--- config.mk ---
export PLATFORM = sky130hd
export DESIGN_NAME = control_unit
export DESIGN_NICKNAME = d
export VERILOG_FILES = /design/src/rtl/cu_pkg.sv /design/src/rtl/cu_decoder.sv /design/src/rtl/control_unit.sv
export SDC_FILE = /design/constraint.sdc
export NUM_CORES = 1
export LEC_CHECK = 0
export CORE_AREA = 2 2 39 41
export CTS_BUF_LIST = sky130_fd_sc_hd__clkbuf_8
export DETAILED_ROUTE_END_ITERATION = 7
export DIE_AREA = 0 0 41 43
export GPL_ROUTABILITY_DRIVEN = 0
export HOLD_SLACK_MARGIN = 0.02
export SETUP_SLACK_MARGIN = 0.4
export SYNTH_ARGS = -nofsm -noshare
export SYNTH_HDL_FRONTEND = slang
export SYNTH_SLANG_ARGS = --single-unit
--- constraint.sdc ---
create_clock -name clk -period 1.45 [get_ports clk]
set_input_delay 0.3625 -clock clk [delete_from_list [all_inputs] [get_ports clk]]
set_output_delay 0.3625 -clock clk [all_outputs]
set_load 0.03 [all_outputs]
--- src/rtl/cu_pkg.sv ---
// cu_pkg: shared definitions for the control unit.
//   - opcode constants for the supported instructions
//   - AluOp class constants
//   - ctrl_t: packed bundle of the decoded datapath controls plus illegal_op
package cu_pkg;

    localparam logic [5:0] OP_RTYPE = 6'h00;
    localparam logic [5:0] OP_LW    = 6'h23;
    localparam logic [5:0] OP_SW    = 6'h2B;
    localparam logic [5:0] OP_BEQ   = 6'h04;
    localparam logic [5:0] OP_ADDI  = 6'h08;

    localparam logic [1:0] ALUOP_ADD   = 2'b00;
    localparam logic [1:0] ALUOP_SUB   = 2'b01;
    localparam logic [1:0] ALUOP_FUNCT = 2'b10;

    typedef struct packed {
        logic       reg_dst;
        logic       branch;
        logic       mem_read;
        logic       mem_to_reg;
        logic       mem_write;
        logic       alu_src;
        logic       reg_write;
        logic [1:0] alu_op;
        logic       illegal_op;
    } ctrl_t;

    localparam ctrl_t CTRL_NOP = '0;

endpackage

--- src/rtl/cu_decoder.sv ---
// cu_decoder: purely combinational opcode decode.
// Ports:
//   opcode      [OPW-1:0] instruction opcode (bits 31:26)
//   instr_valid           opcode is a real instruction; when 0 the decode is all zero
//   ctrl        ctrl_t    decoded control bundle including illegal_op
// Optional feature: define CU_ADDI_EN to decode addi (0x08); otherwise 0x08 is illegal.
module cu_decoder
    import cu_pkg::*;
#(
    parameter int unsigned OPW = 6  // only 6 is supported
) (
    input  logic [OPW-1:0] opcode,
    input  logic           instr_valid,
    output ctrl_t          ctrl
);

    always_comb begin
        ctrl = CTRL_NOP;
        if (instr_valid) begin
            case (opcode)
                OP_RTYPE: begin
                    ctrl.reg_dst   = 1'b1;
                    ctrl.reg_write = 1'b1;
                    ctrl.alu_op    = ALUOP_FUNCT;
                end
                OP_LW: begin
                    ctrl.alu_src    = 1'b1;
                    ctrl.mem_to_reg = 1'b1;
                    ctrl.reg_write  = 1'b1;
                    ctrl.mem_read   = 1'b1;
                    ctrl.alu_op     = ALUOP_ADD;
                end
                OP_SW: begin
                    // RegDst/MemtoReg stay at their 0 default, never don't-care
                    ctrl.alu_src   = 1'b1;
                    ctrl.mem_write = 1'b1;
                    ctrl.alu_op    = ALUOP_ADD;
                end
                OP_BEQ: begin
                    ctrl.branch = 1'b1;
                    ctrl.alu_op = ALUOP_SUB;
                end
`ifdef CU_ADDI_EN
                OP_ADDI: begin
                    ctrl.alu_src   = 1'b1;
                    ctrl.reg_write = 1'b1;
                    ctrl.alu_op    = ALUOP_ADD;
                end
`endif
                default: begin
                    ctrl.illegal_op = 1'b1;
                end
            endcase
        end
    end

endmodule

--- src/rtl/control_unit.sv ---
// control_unit: registered instruction control decode (1-cycle latency).
// Ports:
//   clk, reset          sole clock; synchronous active-high reset
//   opcode [OPW-1:0]    instruction opcode
//   instr_valid         opcode is a real instruction
//   stall               hold all registered outputs
//   flush               load a bubble (all zero), overrides stall
//   RegDst, Branch, MemRead, MemtoReg, MemWrite, AluSrc, RegWrite, AluOp[1:0]
//                       registered datapath controls
//   illegal_op          registered: opcode was unsupported
//   valid_out           registered instr_valid
// Edge priority: reset > flush > stall > load.
// Optional feature: CU_ADDI_EN enables addi decode inside cu_decoder.
module control_unit
    import cu_pkg::*;
#(
    parameter int unsigned OPW = 6  // only 6 is supported
) (
    input  logic           clk,
    input  logic           reset,
    input  logic [OPW-1:0] opcode,
    input  logic           instr_valid,
    input  logic           stall,
    input  logic           flush,
    output logic           RegDst,
    output logic           Branch,
    output logic           MemRead,
    output logic           MemtoReg,
    output logic           MemWrite,
    output logic           AluSrc,
    output logic           RegWrite,
    output logic [1:0]     AluOp,
    output logic           illegal_op,
    output logic           valid_out
);

    ctrl_t ctrl_dec;
    ctrl_t ctrl_d, ctrl_q;
    logic  valid_d, valid_q;

    cu_decoder #(
        .OPW(OPW)
    ) u_decoder (
        .opcode     (opcode),
        .instr_valid(instr_valid),
        .ctrl       (ctrl_dec)
    );

    always_comb begin
        ctrl_d  = ctrl_dec;
        valid_d = instr_valid;
        if (flush) begin
            ctrl_d  = CTRL_NOP;
            valid_d = 1'b0;
        end else if (stall) begin
            ctrl_d  = ctrl_q;
            valid_d = valid_q;
        end
    end

    always_ff @(posedge clk) begin
        if (reset) begin
            ctrl_q  <= CTRL_NOP;
            valid_q <= 1'b0;
        end else begin
            ctrl_q  <= ctrl_d;
            valid_q <= valid_d;
        end
    end

    assign RegDst     = ctrl_q.reg_dst;
    assign Branch     = ctrl_q.branch;
    assign MemRead    = ctrl_q.mem_read;
    assign MemtoReg   = ctrl_q.mem_to_reg;
    assign MemWrite   = ctrl_q.mem_write;
    assign AluSrc     = ctrl_q.alu_src;
    assign RegWrite   = ctrl_q.reg_write;
    assign AluOp      = ctrl_q.alu_op;
    assign illegal_op = ctrl_q.illegal_op;
    assign valid_out  = valid_q;

endmodule

==> results by group <==
Synthesis
  • Syn_nets: 57
  • Simple-gate area share of the yosys netlist: 27.8%
  • Combinational family with the most area after synthesis: simple AND/OR/NAND/NOR gates
  • Post-Synth Adder-Cell Area: 0%
  • Synth Area in Compound Gates: 20.0%
  • Dominant cells by area after synthesis: dfxtp_1 (45%), nand2_1 (6.6%), a21oi_1 (6.3%)
  • Synthesized cell area: 400 µm²
  • Sequential share of the synthesized area: 45.0%
  • Post-synthesis mux area share: 0%
  • Synth Warn #: 0
  • Yosys top cell area share: 45.0%
  • Synth Area in XOR/XNOR: 0%
  • Synth cell types: 21
  • Synth area leader: dfxtp_1
  • Synth Instances: 46
  • Number of synthesized register bits: 9
  • Syn Area/Cell: 8.70 µm²

Final layout
  • Final Non-Filler Cells: 95
  • Layout cells sized above 1: 64.6%
  • Final nets: 91
  • Commonest non-fill, non-tap cells in the layout: buf_4 (14), buf_6 (10), dfxtp_2 (9)
  • Commonest non-fill, non-tap cell in the layout: buf_4
  • Sequential cell area: 191 µm²
  • Final Util: 56.0%
  • Area of the multi-input gates: 231 µm²
  • Area growth from synthesis to layout: 93.4%
  • Filler cell count: 130
  • Fin area: 774 µm²
  • ANT cells: 0

Global routing
  • Overflow after GRT: 0
  • First-pass GRT wire length: 1570 µm
  • Vias in the first global route: 389
  • Pin count of the biggest net entering global routing: 10
  • Total GRT Usage: 13.4%
  • Initial antenna violation count: 0

Placed design
  • Port Buffers: 21
  • DP HPWL: 741 µm
  • Area post-placement: 668 µm²
  • Placed instance count: 87

Timing
  • Hold Fails Final Rpt: 0
  • Slew HR: 79.5%
  • Setup violations, final: 0
  • Worst-Margin Slew: 0.306 ns
  • Tmin final: 1.08 ns
  • Ratio of final minimum period to clock period: 74.4%
  • Hold_ws: 0.416 ns
  • Fmax: 0.928 GHz
  • Count of pins over their slew limit: 0
  • Clk_skew: 0 ns
  • RSZ-0062 raised after global routing: true

CTS
  • CTS tree: yes
  • Htree depth: 1
  • CTS root buffer: clkbuf_8
  • Hold_buf cts: 0
  • Clock-pin slew on the worst setup and hold paths: 0.05 ns
  • Number of buffers created by CTS: 3
  • CTS Buffer Depth: 2
  • TritonCTS Sinks: 9
  • Worst-skew pair later-pin latency: 0.23 ns

Die
  • Core area: 1380 µm²
  • Die height: 43 µm
  • Die area: 1760 µm²
  • Std cell rows: 14
  • Initial core utilization: 28.9%
  • Die span in x: 41 µm
  • I/O pins: 22

Critical path
  • End point of the critical path: MemRead
  • CP Class: register to output pin
  • Worst path depth: 1
  • CP Max Fanout: 3
  • Reg2reg start: RegDst$_SDFFE_PP0N_
  • Worst R2R Path Depth: 3
  • Worst setup path start: MemtoReg$_SDFFE_PP0N_
  • Critical path cell sequence: buf_6
  • Slowest stage cell on the critical path: dfxtp_2
  • Worst Setup End Kind: output pin
  • Buf/Inv on CP: 1
  • RR Endpoint: RegDst$_SDFFE_PP0N_
  • Worst EP arrival: 0.72 ns
  • Crit path max-delay family: flip-flops
  • Startpoint Class: register
  • Crit path required time: 1.09 ns
  • Reg-to-reg slack, setup: 0.79 ns
  • Biggest cell delay along the critical path: 0.35 ns

Detailed routing
  • Max layer used: met3
  • Final WL: 1090 µm
  • Via count: 451
  • M1 WL: 445 µm
  • 1st-iter DRT viols: 4
  • Detail Route Antenna Nets: 0
  • Met2 WL: 571 µm
  • Met3 Wirelength: 71 µm
  • DR vias/cell: 4.75
  • DR DRC count: 0
  • Pre-antenna DRT Iters: 2
  • WL per Instance: 11.5 µm

Pwr
  • Peak supply drop: 0.360 mV
  • Pwr dens: 811 nW/µm²
  • Leak: 0.324 nW
  • PnR Total Power: 0.628 mW

Outcome
  • Status: complete, no violations

Hold path
  • HP Start: opcode[4]
  • Hold path depth: 4
  • HP Class: input port to register

Run
  • Max-cap viol count: 0
-- cell type report --
class | instances | area share [%]
sequential | 9 | 24.7
tap | 16 | 2.58
inverter | 1 | 0.485
timing repair buffer | 33 | 36.5
multi-input combinational | 32 | 29.9
clock inverter | 1 | 0.485
clock buffer | 3 | 5.33
-- per-layer routing --
layer,up-vias,global-route usage [%]
li1,230,-
met1,206,16.0
met2,15,20.3
met3,0,5.24
met4,0,6.00
met5,-,0
-- synth_stat cells (all sizes together) --
cell type  number
nor2            5
a21oi           5
o211ai          1
o21ai           1
a22oi           1
a32oi           2
inv             1
buf             4
o2bb2ai         1
nor4            1
dfxtp           9
a311oi          1
nor2b           1
nor3            1
or2             1
nand4           1
and3            1
nand2b          1
nor4b           1
nand2           7
-- power breakdown --
group	internal, mW	total, mW	switching, mW
registers	0.251	0.252	0.00132
logic	0.0480	0.0916	0.0437
clock network	0.184	0.284	0.100
total	0.483	0.628	0.145
-- repair_timing --
item / CTS / global route
buffers inserted: 1 / 3
pin swaps: 8 / 7
gates resized for setup: 107 / 21
cloned: 0 / 0
hold endpoints to repair: 0 / 0
endpoints found under the setup margin: 20 / 18
-- sequential cells by signal, summed over array words and instances, names as in the netlist --
register	flops
RegWrite	1
RegDst	1
Branch	1
valid_out	1
MemWrite	1
AluSrc	1
illegal_op	1
AluOp	1
MemtoReg	1
-- cells by family after synthesis --
family	Yosys count
compound gates	12
buf+inv	5
flops	9
simple gates	20
-- how the worst min path moves through the flow --
stage,slack [ns],endpoint
after floorplan,0.51,Branch$_SDFFE_PP0N_
after global placement,0.45,AluOp[1]$_SDFFE_PP0N_
after detailed placement,0.45,AluOp[1]$_SDFFE_PP0N_
after CTS,0.45,AluOp[1]$_SDFFE_PP0N_
after global routing,0.44,RegDst$_SDFFE_PP0N_
final,0.42,AluOp[1]$_SDFFE_PP0N_
-- through the flow --
stage | setup WS (ns) | setup TNS [ns]
finish | 0.372 | 0
global route | 0.345 | 0
CTS | 0.366 | 0
detailed placement | -0.190 | -0.998
global placement | -0.161 | -0.935
floorplan | 0.343 | 0
Note: power is estimated with default switching activity, not from simulation.
